File: src/rtl/bp_me_wormhole_packet_serializer.sv
// Wormhole packet serializer: assembles {data, msg_hdr, cid, len, cord} from one
// accepted message and streams it onto the link one flit per cycle.
module bp_me_wormhole_packet_serializer #(
  parameter int flit_width_p     = 64,
  parameter int cord_width_p     = 7,
  parameter int len_width_p      = 4,
  parameter int cid_width_p      = 2,
  parameter int msg_hdr_width_p  = 51,
  parameter int max_data_bytes_p = 64
) (
  input  logic                              clk_i,
  input  logic                              reset_i,
  input  logic [msg_hdr_width_p-1:0]        msg_hdr_i,
  input  logic [cord_width_p-1:0]           dst_cord_i,
  input  logic [cid_width_p-1:0]            dst_cid_i,
  input  logic                              has_data_i,
  input  logic [$clog2(max_data_bytes_p):0] size_i,
  input  logic [8*max_data_bytes_p-1:0]     data_i,
  input  logic                              v_i,
  output logic                              ready_and_o,
  output logic [flit_width_p-1:0]           link_data_o,
  output logic                              link_v_o,
  input  logic                              link_ready_and_i
);

  localparam int lg_max_lp       = $clog2(max_data_bytes_p);
  localparam int size_width_lp   = lg_max_lp + 1;
  localparam int wh_hdr_width_lp = cord_width_p + len_width_p + cid_width_p + msg_hdr_width_p;
  localparam int data_width_lp   = 8 * max_data_bytes_p;
  localparam int max_flits_lp    = (wh_hdr_width_lp + data_width_lp + flit_width_p - 1) / flit_width_p;
  localparam int pkt_width_lp    = max_flits_lp * flit_width_p;

  if ((max_flits_lp - 1) >= (1 << len_width_p)) begin : g_len_check
    $error("len_width_p too small for the largest packet");
  end
  if ((1 << lg_max_lp) != max_data_bytes_p) begin : g_pow2_check
    $error("max_data_bytes_p must be a power of two");
  end

  // Flit count minus one for a payload of nbytes; folds to a constant per size.
  function automatic logic [len_width_p-1:0] len_for_bytes(input int nbytes);
    int nflits;
    nflits = (wh_hdr_width_lp + 8 * nbytes + flit_width_p - 1) / flit_width_p;
    return len_width_p'(nflits - 1);
  endfunction

  typedef enum logic [0:0] {e_ready, e_send} state_e;

  state_e                   state_r, state_n;
  logic [len_width_p-1:0]   count_r, len_r, len_sel;
  logic [pkt_width_lp-1:0]  pkt_r, pkt_new;
  logic [data_width_lp-1:0] data_masked;
  logic                     accept, last_flit;
  int                       nbytes;

  always_comb begin
    nbytes  = max_data_bytes_p;
    len_sel = len_for_bytes(max_data_bytes_p);
    if (!has_data_i) begin
      nbytes  = 0;
      len_sel = len_for_bytes(0);
    end else begin
      for (int s = 0; s <= lg_max_lp; s++) begin
        if (size_i == size_width_lp'(s)) begin
          nbytes  = 1 << s;
          len_sel = len_for_bytes(1 << s);
        end
      end
    end
  end

  always_comb begin
    data_masked = '0;
    for (int i = 0; i < max_data_bytes_p; i++) begin
      data_masked[8*i +: 8] = (i < nbytes) ? data_i[8*i +: 8] : 8'h00;
    end
    pkt_new = '0;
    pkt_new[wh_hdr_width_lp+data_width_lp-1:0] =
      {data_masked, msg_hdr_i, dst_cid_i, len_sel, dst_cord_i};
  end

  assign last_flit   = (count_r == len_r);
  assign accept      = v_i & ready_and_o;
  assign link_data_o = pkt_r[flit_width_p-1:0];

  always_comb begin
    state_n     = state_r;
    ready_and_o = 1'b0;
    link_v_o    = 1'b0;
    case (state_r)
      e_ready: begin
        ready_and_o = 1'b1;
        if (v_i) state_n = e_send;
      end
      e_send: begin
        link_v_o = 1'b1;
        if (link_ready_and_i && last_flit) begin
          ready_and_o = 1'b1;
          state_n     = v_i ? e_send : e_ready;
        end
      end
      default: state_n = e_ready;
    endcase
  end

  always_ff @(posedge clk_i) begin
    if (reset_i) state_r <= e_ready;
    else         state_r <= state_n;
  end

  // The packet is held in a shift register so the current flit is always the LSBs.
  always_ff @(posedge clk_i) begin
    if (reset_i) begin
      pkt_r   <= '0;
      count_r <= '0;
      len_r   <= '0;
    end else if (accept) begin
      pkt_r   <= pkt_new;
      count_r <= '0;
      len_r   <= len_sel;
    end else if (state_r == e_send && link_ready_and_i) begin
      pkt_r   <= pkt_r >> flit_width_p;
      count_r <= count_r + 1'b1;
    end
  end

endmodule

File: config.mk
export PLATFORM = sky130hd
export DESIGN_NAME = bp_me_wormhole_packet_serializer
export DESIGN_NICKNAME = d
export VERILOG_FILES = /design/src/rtl/bp_me_wormhole_packet_serializer.sv
export SDC_FILE = /design/constraint.sdc
export NUM_CORES = 1
export LEC_CHECK = 0
export ABC_AREA = 1
export BUFFER_PORTS_ARGS = -buffer_cell sky130_fd_sc_hd__buf_2
export CORE_AREA = 4 4 254 256
export DETAILED_ROUTE_END_ITERATION = 6
export DIE_AREA = 0 0 258 260
export PLACE_DENSITY_LB_ADDON = 0.05
export SYNTH_ARGS = -nofsm -noshare
export SYNTH_HDL_FRONTEND = slang
export SYNTH_SLANG_ARGS = --single-unit
export TNS_END_PERCENT = 100
File: constraint.sdc
create_clock -name clk_i -period 1.75 [get_ports clk_i]
set_input_delay 0.35 -clock clk_i [delete_from_list [all_inputs] [get_ports clk_i]]
set_output_delay 0.35 -clock clk_i [all_outputs]
set_load 0.05 [all_outputs]
==> results of run 1 <==
state kept, by name, summed over array words and instances (netlist names):
register / flops
len_r: 4
state_r: 1
pkt_r: 576
count_r: 4
what timing repair did:
item                                    4_1_cts  5_1_grt
cloned                                        4       23
endpoints found under the hold margin       315        0
endpoints found under the setup margin       25      569
buffers inserted                              4       18
resized for setup                            55      199
pin swaps                                     3       13
hold buffers                                315        0
placed cells by master, fill, tap and decap left out, types with 22 or more instances in the layout:
cell type / instances
or2_2: 49
nand4_1: 42
or2_1: 330
a21oi_1: 483
nand3_1: 540
nand2_1: 403
inv_1: 117
buf_2: 646
o21ai_0: 233
clkbuf_16: 85
a21oi_2: 31
clkbuf_8: 22
buf_4: 121
nor2_1: 815
buf_12: 86
dfxtp_1: 577
o21ai_2: 64
o21ai_1: 26
dlygate4sd3_1: 315
power by group through the flow:
| stage | combinational [W] | sequential [W] | clock (W) |
|---|---|---|---|
| final | 0.00801 | 0.0151 | 0.0138 |
| after global routing | 0.00869 | 0.0152 | 0.0145 |
| after CTS | 0.00754 | 0.0151 | 0.0140 |
| after detailed placement | 0.00677 | 0.0154 | 0 |
| after global placement | 0.00676 | 0.0154 | 0 |
| after floorplan | 0.00441 | 0.0151 | 0 |
metrics by stage:
step           setup WS (ns)  utilization [%]  std cells
6_report              -0.331             64.2       5941
5_1_grt               -0.439             64.1       5935
3_3_place_gp          -0.129             53.4       5454
4_1_cts               -0.331             62.3       5888
2_1_floorplan         0.0276                -       4186
3_5_place_dp          -0.154             53.4       5454
kinds of logic (layout without fill, tap and decap cells):
group | count (synthesis) | after routing | share of synthesized area [%]
adders and majority gates | 1 | 1 | 0.0439
xor gates and xnor gates | 3 | 3 | 0.0923
AOI/OAI and AO/OA | 841 | 841 | 14.8
other | 0 | 15 | 0
buffers and inverters | 551 | 1443 | 8.68
DFF | 585 | 585 | 41.1
and+or+nand+nor | 2204 | 2206 | 35.2
muxes | 1 | 1 | 0.0483
routing by layer:
layer / track usage, % / up-vias / wire length, um
met1: 41.9 / 14800 / 49200
met2: 54.6 / 1262 / 57000
met5: 0 / - / 56
li1: - / 15400 / -
met3: 4.88 / 269 / 7800
met4: 12.7 / 10 / 5050
worst max-delay path by stage:
stage | startpoint | to | slack [ns]
6_report | count_r[0] | ready_and_o | -0.33
5_1_grt | count_r[0] | ready_and_o | -0.44
4_1_cts | count_r[0] | ready_and_o | -0.33
3_5_place_dp | size_i[2] | pkt_r[303] | -0.15
3_3_place_gp | size_i[6] | pkt_r[294] | -0.13
2_1_floorplan | state_r | pkt_r[198] | 0.03
cell type report:
type | instances | area [um^2] | area share, %
clock inverters | 5 | 32.5 | 0.0811
diodes | 15 | 37.5 | 0.0936
flip-flops and latches | 585 | 11700 | 29.2
multi-input cells | 3052 | 14800 | 36.9
repair buffers | 1209 | 9870 | 24.6
inverters | 123 | 482 | 1.20
clock buffers | 106 | 2090 | 5.20
well taps | 846 | 1060 | 2.64
critical path: stages, from the launching register on:
cell and delay, ns:
dfxtp_2 0.35, inv_2 0.04, nand2_1 0.05, nand3_1 0.06
nor2_1 0.12, nand2_1 0.10, nand2_4 0.09, buf_12 0.10
buf_12 0.09, buf_12 0.13
==> key figures, run 1 <==
Clocking
  • Clk Latency, worst-skew pair: 0.60 ns
  • Clock Path Buffers: 3
  • Num CTS Buffers: 68
  • Root Buffer Master: clkbuf_16
  • CTS tree: done
  • Clk slew on worst S/H paths: 0.06 ns
  • H-tree Lvls: 3
  • Clock sink count: 585

Place
  • Dpl hpwl: 81.0 mm
  • Port-buffer cells: roughly 650
  • Placed inst area: between 30000 and 40000 um^2
  • GP Congestion: 0.903

Logic synthesis
  • Most frequent cell after synthesis: nor2_1
  • Syn Inst Count: 4186
  • Fraction of registers with async set/reset: 0%
  • Post-synth EDFFs: 0
  • Share of the synthesized area in the top cell type: 41.1%
  • Yosys reg bits: 585
  • Syn avg cell area: between 6 and 7 um^2
  • Area leader, netlist: dfxtp_1
  • Netlist cell types: 27
  • Mapped cell area: 28500 um^2
  • Syn nets: 4771
  • Sequential area share after synthesis: 41.1%
  • Post-synth top flop: dfxtp_1
  • Top post-synthesis cells by area: dfxtp_1 41%, nor2_1 11%, nand3_1 9.6%, a21oi_1 9.0%, or2_1 7.2%
  • Synth Warn #: 0
  • Most frequent cells after synthesis: 816 x nor2_1, 585 x dfxtp_1, 546 x nand3_1

Drt
  • Drt wl/cell: 20.0 um
  • Total number of vias: 31700
  • DRT Pass-1 Iters: 6
  • Final ANT Viol Nets: 0
  • Drt initial violations: 2712
  • # DRC: 0
  • Vias per cell: 5.33
  • Final WL: 119 mm

STA
  • Min Tclk post-route: 2.08 ns
  • RSZ-0062 raised after global routing: true
  • Fin. max-slew vios: 0
  • Final Hold Viols: 0
  • Final Setup Violations: roughly 360
  • Worst Tran Pin Value: 0.421 ns
  • Period utilization: 119%
  • Hold slack: roughly 0.00017 ns
  • Fmax: 0.480 GHz
  • Setup TNS: -22.55 ns
  • Setup ws final: -0.331 ns
  • Headroom to the max-slew limit: 71.9%
  • Worst clock skew: 0.0208 ns

Die
  • Core area: 62500 um^2
  • Ports: 650
  • Row count: slightly above 90
  • Die Width: 258 um
  • Full die area: 67100 um^2
  • Die height: 260 um
  • Initial Utilization: 45.6%

Setup path
  • Worst Path Required: 1.40 ns
  • WP data arrival: 1.73 ns
  • Nature of the critical path endpoint: primary output
  • Reg2Reg Launch Point: count_r[0]
  • Reg2reg path depth: 14
  • WS Path Type: reg -> out
  • RR Endpoint: pkt_r[513]
  • R2R Setup Slk: -0.21 ns
  • Critical Path Fanout Max: 3
  • CP Launch Type: flop

GRT
  • First-pass GRT wire length: 173 mm
  • Overall Global Routing Usage: 32.4%
  • Overflow after GRT: 0
  • Pin count of the biggest net entering global routing: 96
  • Initial antenna violation count: 22
  • Vias in the first global route: 29900

Min path
  • Hold worst-path end: pkt_r[549]
  • Hold wc startpoint: data_i[485]
  • HP Class: in -> reg
  • Hold depth: 3

Status
  • Violated checks: setup timing
  • Status: finished with violations

Pwr
  • Switch Pwr: 0.0109 W
  • LEAKAGE: 18.5 nW
  • Comb power frac: 21.7%
  • Internal: 0.0261 W
  • Seq pwr share: 40.9%
  • Pwr per Cell Area: approximately 920 nW/um^2
  • Clock power share: 37.4%
  • Sw Share: 29.5%
  • Max VDD drop: 700 uV
  • Total power: 0.0370 W

Final layout
  • Share of cells above drive strength 1: 23.1%
  • Post-route cell area: 40100 um^2
  • # fillers: 5786
  • Layout overhead on the synthesized area: 40.8%
  • Nets: 5624

Run
  • Max-cap violation count: 0
Power figures use the tool's default switching activity.
==> run 2, diff against run 1 <==
Settings changed: REMOVE_ABC_BUFFERS set to 1.
==> run 2 against run 1 <==
Register-to-register slack got worse by 0.09 ns. Routed wire length increased by 1.7%. Combinational power increased by 26%. Critical endpoint is now pkt_r[39]. Hold slack improved by 0.00058 ns. Sequential cell count unchanged. Power increased by 8.4%. Critical path depth increased by 4. Via count increased by 4.7%. Sequential share of layout area decreased by 3.6 points. Global-route usage decreased by 2.5 points. Setup slack improved by 0.034 ns. Utilization increased by 8.9 points. The flow still finishes with violations (setup timing).
==> key figures, run 2 (same netlist as run 1, synthesis figures left out) <==
GRT
  • Overall Global Routing Usage: 29.9% (-2.5 points)
  • Met1 global-route usage: 39.0% (-2.9 points)
  • Pin count of the biggest net entering global routing: 83 (-14%)
  • Vias in the first global route: 29700 (-0.68%)
  • Overflow after GRT: 0 (unchanged)
  • Met2 GRT Util: 49.3% (-5.3 points)
  • First-pass GRT wire length: 163 mm (-5.8%)
  • Initial antenna violation count: 11 (-50%)
  • Global-route met3 utilization: 4.91% (+0.029 points)
  • Most Crowded Layer GR: met2

Setup path
  • WS Path Type: reg -> reg
  • Slowest-stage cell, CP: dfxtp_2
  • Crit-path cells: xor2_1, nor2_2, nand2_4, nand2_8, buf_4, buf_6, buf_12, nand2_8, buf_12, buf_16, clkbuf_16, o21ai_2, a21oi_1
  • CP bufs+invs: 6 (+2)
  • CP Launch Type: flop
  • CP max stage delay: 0.34 ns (about the same)
  • Worst Path Required: 2.27 ns (+0.87 ns)
  • WP data arrival: 2.56 ns (+0.83 ns)
  • CP top delay family: buffers and inverters
  • Critical Path Fanout Max: 7 (+4)
  • Critical Path Start: len_r[2]
  • Reg2Reg Launch Point: len_r[2]
  • Nature of the critical path endpoint: flop

Pwr
  • LEAKAGE: 21.0 nW (+13%)
  • Pwr per Cell Area: 878 nW/um^2 (-4.8%)
  • Max VDD drop: 768 uV (+9.7%)

Final layout
  • Max FFs per register: 576 (unchanged)
  • Layout overhead on the synthesized area: 60.3%
  • Most common cell after layout, fill and taps aside: nor2_1
  • Share of cells above drive strength 1: 34.9% (+12 points)
  • Largest register by flop count: pkt_r
  • # fillers: 4762 (-18%)
  • Post-route cell area: 45700 um^2 (+14%)
  • Nets: 5741 (+2.1%)
  • Top Registers: pkt_r (576), count_r (4), len_r (4)
  • Commonest non-fill, non-tap cells in the layout: 784 x nor2_1, 646 x buf_2, 576 x dfxtp_1

STA
  • Fin. max-slew vios: 0 (unchanged)
  • Final Setup Violations: 528 (+46%)
  • Worst Tran Pin Value: 0.489 ns (+0.0679 ns)
  • RSZ-0062 raised after global routing: true
  • Final Hold Viols: 0 (unchanged)
  • Headroom to the max-slew limit: 67.4% (-4.5 points)
  • Worst clock skew: 0.0211 ns (+0.000247 ns)
  • Min Tclk post-route: 2.05 ns (-0.0345 ns)
  • Fmax: 0.489 GHz (+1.7%)
  • Period utilization: 117% (-2.0 points)
  • Hold slack: 0.000754 ns (+0.000582 ns)
  • Setup ws final: -0.297 ns (+0.0345 ns)

Drt
  • Drt initial violations: 3106 (+15%)
  • # DRC: 0 (unchanged)
  • Vias per cell: 5.47 (+2.5%)
  • Drt wl/cell: 19.9 um (-0.44%)
  • Total number of vias: 33200 (+4.7%)
  • Final WL: 121 mm (+1.7%)
  • DRT Pass-1 Iters: 7 (+1)
  • Final ANT Viol Nets: 0 (unchanged)

Min path
  • HP Class: in -> reg
  • Hold wc startpoint: data_i[165]

Clocking
  • Num CTS Buffers: 69 (+1.5%)
  • Root Buffer Master: clkbuf_16
  • Clock Path Buffers: 3 (unchanged)
  • Clk slew on worst S/H paths: 0.06 ns (about the same)
  • CTS tree: done
  • H-tree Lvls: 3 (unchanged)
  • Clk Latency, worst-skew pair: 0.61 ns (about the same)
  • Clock sink count: 585 (unchanged)

Status
  • Status: finished with violations
  • Violated checks: setup timing

Die
  • Die Width: 258 um (unchanged)
  • Ports: 650 (unchanged)
  • Core area: 62500 um^2 (unchanged)
  • Full die area: 67100 um^2 (unchanged)
  • Die height: 260 um (unchanged)
  • Row count: 92 (unchanged)
  • Initial Utilization: 45.6% (unchanged)

Place
  • Placed inst area: 33500 um^2 (+0.21%)
  • Port-buffer cells: 649 (unchanged)
  • Dpl hpwl: 69.1 mm (-15%)
  • DP Worst Slack: -0.378 ns (-0.224 ns)
  • GP Congestion: 0.854 (-5.5%)

Run
  • Max-cap violation count: 0 (unchanged)
[run 2: cell types whose count changed in the layout (fill, tap and decap cells not counted), moves of 52 or more]
| cell | delta |
|---|---|
| nand2_2 | +52 |
| nand2_1 | -186 |
| nand3_1 | -163 |
| nand3_2 | +160 |
| nand2_4 | +133 |
| a21oi_2 | +125 |
| clkbuf_16 | +62 |
| a21oi_1 | -153 |
[run 2: tightest hold or removal path, stage by stage]
cell and delay [ns]:
buf_2 0.09, a21oi_2 0.04, nor2_1 0.07
[run 2: metal layers]
| layer | part of all wire (%) | vias up |
|---|---|---|
| met2 | 48 | 1426 |
| met1 | 40 | 15800 |
| met5 | 0 | - |
| li1 | - | 15600 |
| met3 | 6.8 | 345 |
| met4 | 4.6 | 0 |
[run 2: repair_timing]
item                       CTS  global route
hold buffers               319            10
setup buffers                9            30
pin swaps                    3           272
gates cloned                 5           103
setup endpoints to repair  100           580
hold endpoints to repair   319            10
resized for setup           53          1006
[run 2: cell type report]
cell class                      instances  area, um^2  area share (%)
Inverter                              123         482            1.05
Timing Repair Buffer                 1324       12300            27.0
Antenna cell                           12        30.0          0.0658
Clock inverter                         21         288           0.630
Tap cell                              846        1060            2.32
Multi-Input combinational cell       3053       17700            38.8
Sequential cell                       585       11700            25.7
Clock buffer                          103        2030            4.44
[run 2: power by group]
| group | leakage [nW] | internal, W | switching, W | total, W |
|---|---|---|---|---|
| clock | 1.12 | 0.00893 | 0.00603 | 0.0150 |
| combinational | 15.0 | 0.00464 | 0.00546 | 0.0101 |
| sequential | 4.84 | 0.0145 | 0.000565 | 0.0150 |
[run 2: worst paths after layout]
kind         slack [ns]  cells past startpoint          to
min              0.0008                      3  pkt_r[229]
min reg2reg        0.47                      2  pkt_r[532]
max reg2reg       -0.30                     13   pkt_r[39]
max               -0.30                     13   pkt_r[39]
[run 2: per-stage QoR]
stage	std cells	total power [W]	util [%]	TNS (ns)
after floorplan	3758	0.0200	-	-5058.54
after detailed placement	5464	0.0221	53.5	-65.86
after global routing	6065	0.0415	73.0	-150.87
after CTS	5921	0.0376	62.9	-37.81
final	6067	0.0401	73.1	-83.75
after global placement	5464	0.0220	53.5	-53.16
